File: src/rtl/pwr_button_reader_pkg.sv
// rtl/pwr_button_reader_pkg.sv - event word layout and FSM encodings for the power button reader
package pwr_button_reader_pkg;

  localparam int EVT_W       = 24;
  localparam int EVT_OVF     = 23;
  localparam int EVT_REL     = 22;
  localparam int EVT_SEQ_LSB = 16;
  localparam int EVT_SEQ_W   = 6;
  localparam int EVT_DUR_W   = 16;

  typedef enum logic {
    ST_IDLE    = 1'b0,
    ST_PRESSED = 1'b1
  } state_t;

  // ovf is left clear here; it is merged in at FIFO-write time
  function automatic logic [EVT_W-1:0] make_evt(input logic                 rel,
                                                 input logic [EVT_SEQ_W-1:0] seq,
                                                 input logic [EVT_DUR_W-1:0] dur);
    logic [EVT_W-1:0] w;
    w                            = '0;
    w[EVT_REL]                   = rel;
    w[EVT_SEQ_LSB +: EVT_SEQ_W]  = seq;
    w[EVT_DUR_W-1:0]             = dur;
    return w;
  endfunction

endpackage

File: src/rtl/pwr_button_reader_fifo.sv
// rtl/pwr_button_reader_fifo.sv - show-ahead event FIFO; a push into a full FIFO is taken only alongside a pop
module pwr_button_reader_fifo #(
  parameter int DEPTH = 4,
  parameter int WIDTH = 24
) (
  input  logic             clk,
  input  logic             rst,
  input  logic             push,
  input  logic             pop,
  input  logic [WIDTH-1:0] wdata,
  output logic [WIDTH-1:0] head,
  output logic             empty,
  output logic             accept
);

  localparam int AW = $clog2(DEPTH);

  logic [WIDTH-1:0] mem [DEPTH];
  logic [AW-1:0]    wr_ptr;
  logic [AW-1:0]    rd_ptr;
  logic [AW:0]      count;
  logic             full;
  logic             do_pop;

  assign full   = (count == (AW+1)'(DEPTH));
  assign empty  = (count == '0);
  assign do_pop = pop && !empty;
  assign accept = push && (!full || do_pop);
  assign head   = empty ? '0 : mem[rd_ptr];

  always_ff @(posedge clk) begin
    if (accept) mem[wr_ptr] <= wdata;
  end

  always_ff @(posedge clk or posedge rst) begin
    if (rst) begin
      wr_ptr <= '0;
      rd_ptr <= '0;
      count  <= '0;
    end else begin
      if (accept) wr_ptr <= wr_ptr + 1'b1;
      if (do_pop) rd_ptr <= rd_ptr + 1'b1;
      if (accept && !do_pop)      count <= count + 1'b1;
      else if (!accept && do_pop) count <= count - 1'b1;
    end
  end

endmodule

File: src/rtl/pwr_button_reader.sv
// rtl/pwr_button_reader.sv - debounces the power button, times presses in ticks and queues press/release events
module pwr_button_reader
  import pwr_button_reader_pkg::*;
#(
  parameter int TICK_DIV   = 5000000,
  parameter int DEBOUNCE   = 50000,
  parameter int FIFO_DEPTH = 4,
  parameter int LONG_TICKS = 30
) (
  input  logic        clk,
  input  logic        rst,
  input  logic        btn_n,
  output logic [23:0] out_data,
  output logic        out_valid,
  input  logic        out_rd,
  output logic        long_press
);

  localparam int DB_W = $clog2(DEBOUNCE + 1);
  localparam int TK_W = $clog2(TICK_DIV + 1);

  logic                 sync1, sync2, stable;
  logic [DB_W-1:0]      db_cnt;
  logic [TK_W-1:0]      tick_cnt;
  logic                 stb;
  state_t               state, state_nxt;
  logic [EVT_DUR_W-1:0] dur;
  logic [EVT_SEQ_W-1:0] seq;
  logic                 ovf;
  logic                 push_c, push_q, dur_inc, lp_c;
  logic [EVT_W-1:0]     evt_c, evt_q, fifo_wdata;
  logic                 fifo_empty, fifo_accept;

  // stable is active-low like btn_n: 1 = released
  always_ff @(posedge clk or posedge rst) begin
    if (rst) begin
      sync1  <= 1'b1;
      sync2  <= 1'b1;
      stable <= 1'b1;
      db_cnt <= '0;
    end else begin
      sync1 <= btn_n;
      sync2 <= sync1;
      if (sync2 == stable) begin
        db_cnt <= '0;
      end else if (db_cnt == DB_W'(DEBOUNCE - 1)) begin
        stable <= sync2;
        db_cnt <= '0;
      end else begin
        db_cnt <= db_cnt + 1'b1;
      end
    end
  end

  assign stb = (tick_cnt == TK_W'(TICK_DIV - 1));

  always_ff @(posedge clk or posedge rst) begin
    if (rst)      tick_cnt <= '0;
    else if (stb) tick_cnt <= '0;
    else          tick_cnt <= tick_cnt + 1'b1;
  end

  always_ff @(posedge clk or posedge rst) begin
    if (rst) state <= ST_IDLE;
    else     state <= state_nxt;
  end

  always_comb begin
    state_nxt = state;
    case (state)
      ST_IDLE:    if (!stable) state_nxt = ST_PRESSED;
      ST_PRESSED: if (stable)  state_nxt = ST_IDLE;
      default:    state_nxt = ST_IDLE;
    endcase
  end

  // a tick landing on the release cycle is dropped so the event carries the settled duration
  always_comb begin
    push_c  = 1'b0;
    evt_c   = '0;
    dur_inc = 1'b0;
    case (state)
      ST_IDLE: begin
        if (!stable) begin
          push_c = 1'b1;
          evt_c  = make_evt(1'b0, seq, 16'd0);
        end
      end
      ST_PRESSED: begin
        if (stable) begin
          push_c = 1'b1;
          evt_c  = make_evt(1'b1, seq, dur);
        end else if (stb && dur != 16'hFFFF) begin
          dur_inc = 1'b1;
        end
      end
      default: ;
    endcase
  end

  assign lp_c = dur_inc && ((dur + 16'd1) == 16'(LONG_TICKS));

  always_ff @(posedge clk or posedge rst) begin
    if (rst) begin
      dur        <= '0;
      seq        <= '0;
      push_q     <= 1'b0;
      evt_q      <= '0;
      long_press <= 1'b0;
    end else begin
      push_q     <= push_c;
      evt_q      <= evt_c;
      long_press <= lp_c;
      if (push_c) seq <= seq + 1'b1;
      if (push_c && state == ST_IDLE) dur <= '0;
      else if (dur_inc)               dur <= dur + 1'b1;
    end
  end

  always_ff @(posedge clk or posedge rst) begin
    if (rst)                     ovf <= 1'b0;
    else if (fifo_accept)        ovf <= 1'b0;
    else if (push_q)             ovf <= 1'b1;
  end

  always_comb begin
    fifo_wdata          = evt_q;
    fifo_wdata[EVT_OVF] = ovf;
  end

  pwr_button_reader_fifo #(
    .DEPTH (FIFO_DEPTH),
    .WIDTH (EVT_W)
  ) u_fifo (
    .clk    (clk),
    .rst    (rst),
    .push   (push_q),
    .pop    (out_rd),
    .wdata  (fifo_wdata),
    .head   (out_data),
    .empty  (fifo_empty),
    .accept (fifo_accept)
  );

  assign out_valid = !fifo_empty;

endmodule

File: config.mk
export PLATFORM = sky130hd
export DESIGN_NAME = pwr_button_reader
export DESIGN_NICKNAME = d
export VERILOG_FILES = /design/src/rtl/pwr_button_reader_pkg.sv /design/src/rtl/pwr_button_reader_fifo.sv /design/src/rtl/pwr_button_reader.sv
export SDC_FILE = /design/constraint.sdc
export NUM_CORES = 1
export LEC_CHECK = 0
export ABC_AREA = 1
export CORE_MARGIN = 2
export CORE_UTILIZATION = 66
export CTS_CLUSTER_SIZE = 8
export DETAILED_ROUTE_END_ITERATION = 7
export PLACE_DENSITY_LB_ADDON = 0.25
export SYNTH_ARGS = -nofsm -noshare
export SYNTH_HDL_FRONTEND = slang
export SYNTH_SLANG_ARGS = --single-unit
File: constraint.sdc
create_clock -name clk -period 7.5 [get_ports clk]
set_input_delay 2.25 -clock clk [delete_from_list [all_inputs] [get_ports clk]]
set_output_delay 2.25 -clock clk [all_outputs]
set_load 0.01 [all_outputs]
==> flow_summary_export.csv <==
group,metric,value,unit
synth,seq_area_frac_synth,62.0,%
finish,finalNetCount,905,
clock_tree,hold_buffers,0,
routing,drc,0,
global_routing,grt_pass1_vias,6025,
finish,fin_util,75.6,%
clock_tree,cts_buffers,17,
routing,vias,5971,
synth,synth_edf_count,96,
sta,finalMaxSlewViolations,0,
critical_path,r2r-end,"u_fifo.count[2]$_DFFE_PP0P_",
synth,ys_types,38,
global_routing,grt_max_degree,70,
finish,drive_above_1_share,10.5,%
placement,post-dp-hpwl,11.0,mm
sta,fmax,199,MHz
sta,rsz0062_at_grt,"false",
power,finalPower,0.00260,W
critical_path,criticalPathCategory,"reg -> out",
power,leakage,3.70,nW
global_routing,antenna_found_initial,0,
synth,yosysTopAreaCell,"edfxtp_1",
global_routing,overflow,0,
sta,min_period_over_period,66.8,%
floorplanning,start_util,67.9,%
routing,vias_per_cell,5.56,
worst_hold_path,hold_path_class,"reg -> reg",
clock_tree,clk_latency,0.43,ns
power,p_per_area,271,nW/um2
finish,stdcell_count,1073,
sta,final.min_clock_period,5.01,ns
clock_tree,cts-resized-gates,0,
sta,fin_worst_skew,0.00897,ns
critical_path,ff2ff_setup_slack,4.84,ns
global_routing,grt_use_total,26.1,%
placement,place_inst,1041,
finish,syn_to_final_growth,11.4,%
synth,syn_inst,857,
floorplanning,die-area,14000,um2
sta,setup_viol,0,
critical_path,cp.required,5.25,ns
synth,avgSynthCellArea,10.0,um2
clock_tree,cts_tree,"yes",
synth,yosys_most_used_dff,"edfxtp_1",
floorplanning,pin_count,30,
sta,hold_viol,0,
floorplanning,coreArea,12700,um2
run,maxCapViolations,0,
clock_tree,cts_setup_buffers,0,
routing,ant_nets,0,
synth,yosysWarnings,0,
synth,async_flop_share,50.5,%
synth,syn-num-nets,874,
placement,routabilityCongestion,0.834,
synth,synth_area_leaders,"edfxtp_1 (33%), dfrtp_1 (28%), nor2_1 (8.0%)",
clock_tree,cts_htree_levels,4,
floorplanning,rows,41,
outcome,status,"finished, final reports clean",
global_routing,grt_pass1_wl,28.8,mm
sta,max-slew-margin-rel,40.5,%
routing,wl,17.0,mm
finish,fin_area,9580,um2
critical_path,arrival,2.76,ns
critical_path,worstSetupEndpointType,"primary output",
clock_tree,root_buffer,"clkbuf_16",
floorplanning,fp.dieH,118,um
critical_path,rr_worst_depth,11,
placement,portBuffers,29,
placement,placed_area,9060,um2
sta,setup_tns,0,ns
critical_path,r2r-start,"u_fifo.count[0]$_DFFE_PP0P_",
floorplanning,die_w,118,um
synth,ys_ff_latch,194,
critical_path,cp-start-kind,"flop",
routing,wl_per_cell,15.9,um
routing,firstDrtPassIters,5,
clock_tree,clockBufferDepth,2,
critical_path,cp-endpoint,"out_data[8]",
power,ir_drop,133,uV
critical_path,worst-path-max-fanout,51,
synth,synth_top_area_share,33.5,%
critical_path,startpoint,"u_fifo.rd_ptr[0]$_DFFE_PP0P_",
routing,dr.first_iter.drc_count,688,
synth,syn_area,8610,um2
sta,worst_pin_slew,0.893,ns
clock_tree,path_clk_slew,0.07,ns
clock_tree,cts_sinks,194,
finish,diodes,0,
## routing by layer
layer	part of all wire, %	wire length [um]	track usage (%)
met1	42	7170	34.2
met3	4.2	719	4.83
met2	52	8810	43.9
met4	1.9	323	9.71
met5	0	0	0
## cells in the final DEF (no fill, tap or decap), types with 14 or more instances in the layout
cell type          n
nand3_1           40
dfrtp_1           95
clkbuf_16         17
nor2_1           179
xor2_1            23
nor2_2            14
edfxtp_1          96
o21ai_0           60
a21oi_1           31
clkdlybuf4s50_1   29
inv_1             84
nand2_1          100
## area by class of cell
class / instances / area [um2]
repair buffers: 36 / 343
clock buffers: 19 / 433
well taps: 172 / 215
fillers: 851 / 3090
multi-input cells: 542 / 2790
clock inverters: 13 / 95.1
flip-flops and latches: 194 / 5340
inverters: 97 / 367
## sequential cells by signal, indices dropped and copies added, names as in the netlist, 2 cells and up
signal         flops
u_fifo.mem        96
u_fifo.rd_ptr      2
u_fifo.count       3
db_cnt            16
tick_cnt          23
u_fifo.wr_ptr      2
seq                6
dur               16
evt_q             23
## kinds of logic after synthesis
| kind of cell | count (synthesis) | share of synthesized area (%) |
|---|---|---|
| adder cells (fa/ha/maj) | 13 | 1.98 |
| AO/OA/AOI/OAI | 109 | 6.85 |
| flip-flops | 194 | 62.0 |
| buffers and inverters | 121 | 5.64 |
| AND/OR/NAND/NOR | 389 | 20.3 |
| multiplexers | 1 | 0.131 |
| XOR/XNOR | 30 | 3.05 |
## where the power goes
part           switching [W]  total, W  internal, W
registers          0.0000135   0.00114      0.00113
logic               0.000368  0.000643     0.000275
clock network       0.000367  0.000817     0.000450
total               0.000749   0.00260      0.00185
## cells in the mapped netlist, types with 2 or more instances
cell	instances
nor2_4	3
o21ai_2	10
nor4_1	2
inv_1	85
nand3_2	13
nand3_1	40
dfstp_2	3
nor2_1	183
o21ai_0	60
xnor2_1	7
nor3_1	12
nor3b_1	4
clkinv_1	3
ha_1	12
xor2_1	23
nor2_2	10
clkbuf_1	18
buf_2	3
nand2_2	6
nand4_1	10
inv_2	9
nand2_1	100
a31oi_1	3
or2_2	2
edfxtp_1	96
o21ai_1	4
a21oi_1	31
dfrtp_1	95
## how the worst min path moves through the flow
stage                           end            start  cells after the start
floorplan           sync2$_DFF_PP1_  sync1$_DFF_PP1_                      0
global placement    sync2$_DFF_PP1_  sync1$_DFF_PP1_                      0
detailed placement  sync2$_DFF_PP1_  sync1$_DFF_PP1_                      0
CTS                 sync2$_DFF_PP1_  sync1$_DFF_PP1_                      0
global route        sync2$_DFF_PP1_  sync1$_DFF_PP1_                      0
finish              sync2$_DFF_PP1_  sync1$_DFF_PP1_                      0
## stage by stage
step | worst slack (ns) | hold slack (ns)
6_report | 2.49 | 0.356
5_1_grt | 2.33 | 0.363
4_1_cts | 2.48 | 0.361
3_5_place_dp | 2.93 | 0.352
3_3_place_gp | 3.03 | 0.347
2_1_floorplan | 2.69 | 0.345
## worst max-delay path, cell delays in order (launching register included)
cell	delay [ns]
dfrtp_1	0.36
buf_4	0.30
inv_2	0.59
o21ai_0	0.24
a21oi_1	0.26
clkdlybuf4s50_1	0.57
(Power assumes the default switching activity.)
